$ cat src/rtl/mpu6050_sampler.sv
// Periodic MPU-6050 sampler: probes WHO_AM_I, then walks registers 0x3B..0x48
// through a single-register I2C read engine and publishes seven 16-bit words.
module mpu6050_sampler #(
  parameter int          SAMPLE_PERIOD  = 100_000_000,
  parameter int          TIMEOUT_CYCLES = 4_000_000,
  parameter logic [7:0]  WHO_AM_I_VAL   = 8'h68
) (
  input  logic        clock,
  input  logic        reset_n,
  input  logic        enable,
  output logic [7:0]  rd_address,
  output logic        rd_start,
  input  logic [7:0]  rd_data,
  input  logic        rd_done,
  output logic [15:0] accel_x,
  output logic [15:0] accel_y,
  output logic [15:0] accel_z,
  output logic [15:0] temp,
  output logic [15:0] gyro_x,
  output logic [15:0] gyro_y,
  output logic [15:0] gyro_z,
  output logic        sample_valid,
  output logic        busy,
  output logic        id_error,
  output logic        timeout_error,
  output logic        overrun
);

  localparam int PW = $clog2(SAMPLE_PERIOD);
  localparam int TW = $clog2(TIMEOUT_CYCLES + 1);
  localparam logic [PW-1:0] PERIOD_RELOAD = PW'(SAMPLE_PERIOD - 1);
  localparam logic [TW-1:0] TO_LAST       = TW'(TIMEOUT_CYCLES - 1);
  localparam logic [7:0]    ADDR_WHO      = 8'h75;
  localparam logic [7:0]    ADDR_BASE     = 8'h3B;
  localparam logic [3:0]    LAST_IDX      = 4'd13;

  typedef enum logic [2:0] {
    S_IDLE, S_PROBE_REQ, S_PROBE_WAIT, S_WAIT_TICK, S_REQ, S_WAIT, S_PUBLISH, S_FAULT
  } state_t;

  state_t               state_q, state_d;
  logic [3:0]           idx_q, idx_d;
  logic [PW-1:0]        timer_q, timer_d;
  logic [TW-1:0]        tcnt_q, tcnt_d;
  logic [13:0][7:0]     shadow_q, shadow_d;
  logic [6:0][15:0]     words_q, words_d;
  logic [7:0]           rd_address_q, rd_address_d;
  logic                 rd_start_q, rd_start_d;
  logic                 sample_valid_q, sample_valid_d;
  logic                 busy_q, busy_d;
  logic                 id_error_q, id_error_d;
  logic                 timeout_error_q, timeout_error_d;
  logic                 overrun_q, overrun_d;
  logic                 timed_out;

  always_comb begin
    state_d         = state_q;
    idx_d           = idx_q;
    timer_d         = (timer_q == '0) ? '0 : timer_q - 1'b1;
    tcnt_d          = tcnt_q;
    shadow_d        = shadow_q;
    words_d         = words_q;
    sample_valid_d  = 1'b0;
    id_error_d      = id_error_q;
    timeout_error_d = timeout_error_q;
    overrun_d       = overrun_q;
    // tcnt holds the number of cycles elapsed since the last rd_start
    timed_out       = (tcnt_q == TO_LAST) && !rd_done;

    case (state_q)
      S_IDLE: begin
        if (enable) begin
          state_d         = S_PROBE_REQ;
          id_error_d      = 1'b0;
          timeout_error_d = 1'b0;
          overrun_d       = 1'b0;
        end
      end
      S_PROBE_REQ: begin
        tcnt_d  = TW'(1);
        state_d = S_PROBE_WAIT;
      end
      S_PROBE_WAIT: begin
        tcnt_d = (tcnt_q == TO_LAST) ? tcnt_q : tcnt_q + 1'b1;
        if (rd_done) begin
          if (!enable) begin
            state_d = S_IDLE;
          end else if (rd_data == WHO_AM_I_VAL) begin
            state_d = S_REQ;
            idx_d   = '0;
          end else begin
            state_d    = S_FAULT;
            id_error_d = 1'b1;
          end
        end else if (timed_out) begin
          timeout_error_d = 1'b1;
          state_d         = enable ? S_FAULT : S_IDLE;
        end
      end
      S_REQ: begin
        tcnt_d  = TW'(1);
        state_d = S_WAIT;
      end
      S_WAIT: begin
        tcnt_d = (tcnt_q == TO_LAST) ? tcnt_q : tcnt_q + 1'b1;
        if (rd_done) begin
          if (!enable) begin
            state_d = S_IDLE;
          end else begin
            shadow_d[idx_q] = rd_data;
            if (idx_q == LAST_IDX) begin
              state_d = S_PUBLISH;
            end else begin
              idx_d   = idx_q + 1'b1;
              state_d = S_REQ;
            end
          end
        end else if (timed_out) begin
          timeout_error_d = 1'b1;
          state_d         = enable ? S_FAULT : S_IDLE;
        end
      end
      S_PUBLISH: begin
        for (int k = 0; k < 7; k++) words_d[k] = {shadow_q[2*k], shadow_q[2*k+1]};
        sample_valid_d = 1'b1;
        // Timer already expired here means the next start is late: burst exceeded the period
        if (timer_q == '0) overrun_d = 1'b1;
        state_d = enable ? S_WAIT_TICK : S_IDLE;
      end
      S_WAIT_TICK: begin
        if (!enable) begin
          state_d = S_IDLE;
        end else if (timer_q == '0) begin
          state_d = S_REQ;
          idx_d   = '0;
        end
      end
      S_FAULT: begin
        if (!enable) state_d = S_IDLE;
      end
      default: state_d = S_IDLE;
    endcase

    rd_start_d   = (state_d == S_PROBE_REQ) || (state_d == S_REQ);
    rd_address_d = rd_address_q;
    if (state_d == S_PROBE_REQ)  rd_address_d = ADDR_WHO;
    else if (state_d == S_REQ)   rd_address_d = ADDR_BASE + {4'h0, idx_d};
    if (state_d == S_REQ && idx_d == '0) timer_d = PERIOD_RELOAD;
    busy_d = (state_d != S_IDLE) && (state_d != S_FAULT);
  end

  always_ff @(posedge clock or negedge reset_n) begin
    if (!reset_n) begin
      state_q         <= S_IDLE;
      idx_q           <= '0;
      timer_q         <= '0;
      tcnt_q          <= '0;
      shadow_q        <= '0;
      words_q         <= '0;
      rd_address_q    <= '0;
      rd_start_q      <= 1'b0;
      sample_valid_q  <= 1'b0;
      busy_q          <= 1'b0;
      id_error_q      <= 1'b0;
      timeout_error_q <= 1'b0;
      overrun_q       <= 1'b0;
    end else begin
      state_q         <= state_d;
      idx_q           <= idx_d;
      timer_q         <= timer_d;
      tcnt_q          <= tcnt_d;
      shadow_q        <= shadow_d;
      words_q         <= words_d;
      rd_address_q    <= rd_address_d;
      rd_start_q      <= rd_start_d;
      sample_valid_q  <= sample_valid_d;
      busy_q          <= busy_d;
      id_error_q      <= id_error_d;
      timeout_error_q <= timeout_error_d;
      overrun_q       <= overrun_d;
    end
  end

  assign rd_address    = rd_address_q;
  assign rd_start      = rd_start_q;
  assign accel_x       = words_q[0];
  assign accel_y       = words_q[1];
  assign accel_z       = words_q[2];
  assign temp          = words_q[3];
  assign gyro_x        = words_q[4];
  assign gyro_y        = words_q[5];
  assign gyro_z        = words_q[6];
  assign sample_valid  = sample_valid_q;
  assign busy          = busy_q;
  assign id_error      = id_error_q;
  assign timeout_error = timeout_error_q;
  assign overrun       = overrun_q;

endmodule

$ cat config.mk
export PLATFORM = sky130hd
export DESIGN_NAME = mpu6050_sampler
export DESIGN_NICKNAME = d
export VERILOG_FILES = /design/src/rtl/mpu6050_sampler.sv
export SDC_FILE = /design/constraint.sdc
export NUM_CORES = 1
export LEC_CHECK = 0
export CAP_MARGIN = 5
export CORE_ASPECT_RATIO = 0.9
export CORE_MARGIN = 2
export CORE_UTILIZATION = 50
export DETAILED_ROUTE_END_ITERATION = 8
export PLACE_DENSITY = 0.72
export SLEW_MARGIN = 20
export SYNTH_ARGS = -nofsm -noshare
export SYNTH_HDL_FRONTEND = slang
export SYNTH_SLANG_ARGS = --single-unit
$ cat constraint.sdc
create_clock -name clock -period 7.7 [get_ports clock]
set_input_delay 0.77 -clock clock [delete_from_list [all_inputs] [get_ports clock]]
set_output_delay 0.77 -clock clock [all_outputs]
set_load 0.02 [all_outputs]
==> impl_metrics.ini, run 1 <==
[place]
gp_congestion = 0.8490
hpwlAfterDp_um = 18040
port_buffers = 136
placed_cell_area_um2 = 13900

[yosys]
yosysUniqueCellTypes = 67
synth_nets = 1169
synth_top_area_share_pct = 59.69
yosys_warnings = 0
synth_area_per_cell_um2 = 10.69
synthTopCellsByArea = dfrtp_1 60%, nand2_1 12%, mux2_2 10%
synth-async-reset-ratio_pct = 100.0
syn_inst = 1149
synth_ff_type = dfrtp_1
ys_seq_area_share_pct = 59.69
synth_common_cells = 388 x nand2_1, 293 x dfrtp_1, 112 x mux2_2, 51 x clkbuf_1, 29 x nor2_1
synth_edf_count = 0
synth-seq-cells = 293
yosys.area.top_type = dfrtp_1
synth.most_common_cell = nand2_1
synth_area_um2 = 12280

[detailed_routing]
post_drt_wl_per_cell_um = 17.75
routed_wirelength_um = 28460
drc = 0
post_drt_via_cell_ratio = 5.481
first_pass_iters = 5
first_iter_violations = 599
vias = 8786
postRouteAntennaNets = 0

[floorplanning]
die-area_um2 = 25840
fp-row-count = 54
initial_core_util_pct = 50.78
core-area_um2 = 24190
die_y_um = 152.7
io_pins = 138
die_w_um = 169.2

[finish]
stdcell_area_um2 = 15020
area_growth_pct = 22.27
layout.nets = 1291
num_antenna_cells = 0
drive_gt1_share_pct = 15.75

[sta]
finalSetupViolCount = 0
timing.final.hold_violations = 0
period_needed_ns = 4.052
fmax_mhz = 246.8
slew_headroom_pct = 31.95
rsz0062_at_grt = no
finalSetupTns_ns = 0
slew_viol_final = 0
clock_skew_ns = 0.01142
timing.final.crit_share_pct = 52.62
tightest_slew_ns = 1.021

[cts]
cts_max_path_buffers = 3
cts_hold_buffers = 0
clock_sinks = 293
clk_pin_slew_ns = 0.06
cts_root_buf = clkbuf_16
cts_made_buffers = 30
post_cts_buffers = 0
clock_latency_ns = 0.55
tritoncts = built
cts_htree_levels = 1
cts_resized = 0

[setup_path]
max_stage_delay_ns = 0.87
crit_path_max_fanout = 18
critical_path_class = input pin to flip-flop
path_cells = clkdlybuf4s50_1 -> or4b_2 -> o41ai_1 -> o22ai_2 -> a22oi_1 -> ha_1 -> nand3_2 -> o311ai_1
cp_slowest_cell = or4b_2
reg2reg_depth = 8
start_kind = input pin
worstPathRequired_ns = 8.13
worst_setup_path_end_kind = flip-flop
arrival_ns = 4.48

[worst_hold_path]
hold_class = input pin to async pin

[global_route]
gr-total-overflow = 0
antenna_found_initial = 0
grt_pass1_wl_um = 46950
grt_util_all_layers_pct = 22.47
grt_max_degree = 175
grt_pass1_vias = 8728

[power_and_ir_drop]
powerDensity_nw_per_um2 = 277.5
p_leak_nw = 7.396
vdd_drop_max_v = 0.0001970

[run_status]
status = finished, final reports clean

[job]
drv_cap = 0
-- per-stage QoR --
step | std cells | power [mW] | utilization (%) | worst slack [ns] | hold WS (ns)
3_5_place_dp | 1547 | 2.594 | 57.47 | 3.143 | 0.4470
2_1_floorplan | 1149 | 2.296 | - | 4.570 | 0.4331
3_3_place_gp | 1547 | 2.579 | 57.47 | 3.272 | 0.4431
4_1_cts | 1603 | 4.198 | 62.09 | 3.670 | 0.3379
5_1_grt | 1603 | 4.359 | 62.09 | 3.363 | 0.3520
6_report | 1603 | 4.168 | 62.09 | 3.648 | 0.2509
-- sequential cells by signal, indices dropped and copies added, names as in the netlist, 3 cells and up --
name        cells
shadow_q      112
timer_q        27
tcnt_q         22
accel_x        16
accel_y        16
accel_z        16
gyro_x         16
gyro_y         16
gyro_z         16
temp           16
rd_address      7
idx_q           4
state_q         3
-- worst paths after layout --
path	startpoint	to	slack (ns)
min in group clock	shadow_q[65]$_DFFE_PN0P_	gyro_x[9]$_DFFE_PN0P_	0.46
max in group asynchronous	reset_n	shadow_q[24]$_DFFE_PN0P_	5.98
min reg2reg	shadow_q[65]$_DFFE_PN0P_	gyro_x[9]$_DFFE_PN0P_	0.46
max reg2reg	state_q[2]$_DFF_PN0_	timer_q[24]$_DFF_PN0_	4.15
min	reset_n	timer_q[20]$_DFF_PN0_	0.25
max	rd_data[0]	timer_q[24]$_DFF_PN0_	3.65
-- critical path: cells and delay by family --
kind	cells	cell delay, ns
AOI/OAI and AO/OA	4	1.38
adders and majority gates	1	0.24
buffers and inverters	1	0.83
and+or+nand+nor	2	1.25
-- area by class of cell --
cell class | instances | area (um^2)
flip-flops and latches | 293 | 7332
repair buffers | 145 | 1446
clock inverters | 15 | 222.7
inverters | 14 | 53.80
fillers | 1942 | 9170
multi-input cells | 787 | 4684
well taps | 308 | 385.4
clock buffers | 41 | 893.4
-- power by group --
part	internal, mW	total (mW)	switching (mW)
combinational	0.292	0.769	0.477
clock	0.981	1.60	0.617
sequential	1.66	1.80	0.138
-- cell usage in the layout (no fill, tap or decap), types with 4 or more instances in the layout --
| master | count |
|---|---|
| buf_4 | 8 |
| o211ai_1 | 5 |
| nand4_1 | 6 |
| nor2b_1 | 12 |
| a21oi_1 | 14 |
| xor2_1 | 15 |
| a31oi_1 | 4 |
| clkdlybuf4s50_1 | 135 |
| and2_1 | 5 |
| ha_1 | 8 |
| dfrtp_1 | 293 |
| inv_1 | 12 |
| xnor2_1 | 11 |
| nor4_1 | 8 |
| mux2i_1 | 7 |
| nor2_1 | 29 |
| nand2_1 | 387 |
| o21ai_0 | 13 |
| nand3_1 | 24 |
| o21ai_1 | 9 |
| nand2b_1 | 5 |
| nor3_1 | 26 |
| clkbuf_16 | 31 |
| clkinv_2 | 6 |
| bufinv_16 | 5 |
| and3_1 | 9 |
| clkbuf_8 | 8 |
| nand3b_1 | 5 |
| o21ai_2 | 9 |
| o41ai_1 | 5 |
| mux2_2 | 112 |
| o31ai_1 | 7 |
-- metal layers --
metal	part of all wire (%)	global-route usage [%]	wire length (um)
met1	47	34.09	13510
met2	45	34.52	12950
met3	5.2	3.247	1492
met4	1.8	5.128	515
met5	0	0	0
-- cells by family after synthesis --
family | count (synthesis) | synth area share (%)
and+or+nand+nor | 543 | 19.31
adders and majority gates | 8 | 0.8149
buffers and inverters | 69 | 2.231
AOI/OAI and AO/OA | 90 | 5.226
xor gates and xnor gates | 26 | 1.854
DFF | 293 | 59.69
other | 1 | 0.03053
muxes | 119 | 10.84
No activity file was read; power rests on OpenSTA's default activity.
==> run 2, diff against run 1 <==
PLACE_DENSITY = 0.75   (was 0.72)
clock period = 3.6 ns   (was 7.7 ns; I/O delays follow)
==> impl_metrics.ini, run 2 (synthesized netlist as in run 1, its figures left out) <==
[place]
gp_congestion = 0.8689
placed_cell_area_um2 = 14050
hpwlAfterDp_um = 18510
port_buffers = 136

[finish]
layout.nets = 1310
stdcell_area_um2 = 15050
fin_util_pct = 62.22
top_register = shadow_q
top_regs = shadow_q: 112 flops, timer_q: 27 flops, tcnt_q: 22 flops
drive_gt1_share_pct = 16.16
seqCellArea_um2 = 7332
largest_reg_flops = 112
layout_commonest_cell = nand2_1
mostFrequentLayoutCells = 387 x nand2_1, 293 x dfrtp_1, 135 x clkdlybuf4s50_1
multi_input_area_um2 = 4693
num_antenna_cells = 0
fillers = 1933
area_growth_pct = 22.52

[floorplanning]
die_w_um = 169.2
fp-row-count = 54
die_y_um = 152.7
die-area_um2 = 25840
core-area_um2 = 24190
io_pins = 138
initial_core_util_pct = 50.78

[global_route]
grt_pass1_wl_um = 47580
grt_use_met3_pct = 3.532
grtUsageMet1_pct = 33.79
gr-total-overflow = 0
gr-usage-met2_pct = 35.90
grt_max_degree = 100
grt_pass1_vias = 8889
grt_util_all_layers_pct = 22.81
antenna_found_initial = 0
grt.busiest_layer = met2

[cts]
cts_made_buffers = 31
tritoncts = built
cts_root_buf = clkbuf_16
cts_htree_levels = 1
clock_sinks = 293
clock_latency_ns = 0.54
clk_pin_slew_ns = 0.06
cts_max_path_buffers = 3

[power_and_ir_drop]
p_leak_nw = 7.419
powerDensity_nw_per_um2 = 572.5
p_total_mw = 8.616
vdd_drop_max_v = 0.0003576

[detailed_routing]
first_pass_iters = 7
vias = 8840
post_drt_via_cell_ratio = 5.457
first_iter_violations = 786
postRouteAntennaNets = 0
post_drt_wl_per_cell_um = 17.93
drc = 0
routed_wirelength_um = 29050

[sta]
rsz0062_at_grt = no
fmax_mhz = 297.2
timing.final.hold_violations = 0
tightest_slew_ns = 0.7612
period_needed_ns = 3.364
finalSetupViolCount = 0
whs_ns = 0.4376
timing.final.crit_share_pct = 93.46
slew_headroom_pct = 48.86
clock_skew_ns = 0.01263
slew_viol_final = 0

[job]
drv_cap = 0

[setup_path]
reg2reg_depth = 8
rrSetupSlack_ns = 0.24
start_kind = flip-flop
r2r_end = timer_q[25]$_DFF_PN0_
worst_setup_path_end_kind = flip-flop
arrival_ns = 3.75
crit_start = timer_q[18]$_DFF_PN0_
critical_path_class = flip-flop to flip-flop
rr_startpoint = timer_q[18]$_DFF_PN0_
crit_path_max_fanout = 15
worstPathRequired_ns = 3.98

[run_status]
status = finished, final reports clean

[worst_hold_path]
hold_class = input pin to async pin
==> run 2: changes by cell type in the layout (fill, tap and decap cells not counted), sizes merged <==
cell,change
clkinv,-3
clkbuf,+7
buf,+17
dlygate4sd3,+1
clkinvlp,-1
bufinv,-4
==> run 2: metal layers <==
metal / vias to the layer above / wire length [um]
li1: 4129 / -
met3: 49 / 1279
met1: 4432 / 13660
met2: 230 / 13550
met4: 0 / 558
met5: - / 0
==> run 2: final cells by class <==
type | instances | area share, %
repair buffers | 163 | 10.69
clock buffers | 48 | 5.978
well taps | 308 | 2.561
clock inverters | 7 | 0.5072
inverters | 14 | 0.3575
multi-input cells | 787 | 31.19
flip-flops and latches | 293 | 48.72
==> run 2: metrics by stage <==
| step | setup WS [ns] | std cells | setup TNS (ns) |
|---|---|---|---|
| floorplan | 0.5811 | 1149 | 0 |
| global placement | 0.04291 | 1564 | 0 |
| detailed placement | -0.1751 | 1564 | -2.139 |
| CTS | 0.1087 | 1620 | 0 |
| global route | 0.08819 | 1620 | 0 |
| finish | 0.2355 | 1620 | 0 |
==> run 2: timing repair <==
item	in CTS	in global routing
hold buffers	1	0
hold endpoints to repair	95	0
gates resized for setup	0	2
setup buffers	0	0
endpoints found under the setup margin	0	8
==> run 2: critical path: stages (launching register included) <==
cell and delay [ns]:
dfrtp_1 0.43, or4_4 0.58, or4_4 0.48, nor4_4 0.38, o22ai_2 0.26, a22oi_1 0.36, ha_1 0.30, and3_2 0.34
nor3_1 0.08
==> run 2: worst max path at each step <==
stage,end,cells after the start
2_1_floorplan,timer_q[11]$_DFF_PN0_,10
3_3_place_gp,timer_q[24]$_DFF_PN0_,8
3_5_place_dp,timer_q[24]$_DFF_PN0_,8
4_1_cts,timer_q[24]$_DFF_PN0_,8
5_1_grt,timer_q[8]$_DFF_PN0_,8
6_report,timer_q[25]$_DFF_PN0_,8
==> run 2: power breakdown <==
group	internal [mW]	leakage [nW]	switching (mW)
sequential	3.56	3.95	0.241
clock	1.78	0.471	1.26
combinational	0.674	2.99	1.10
total	6.02	7.42	2.60
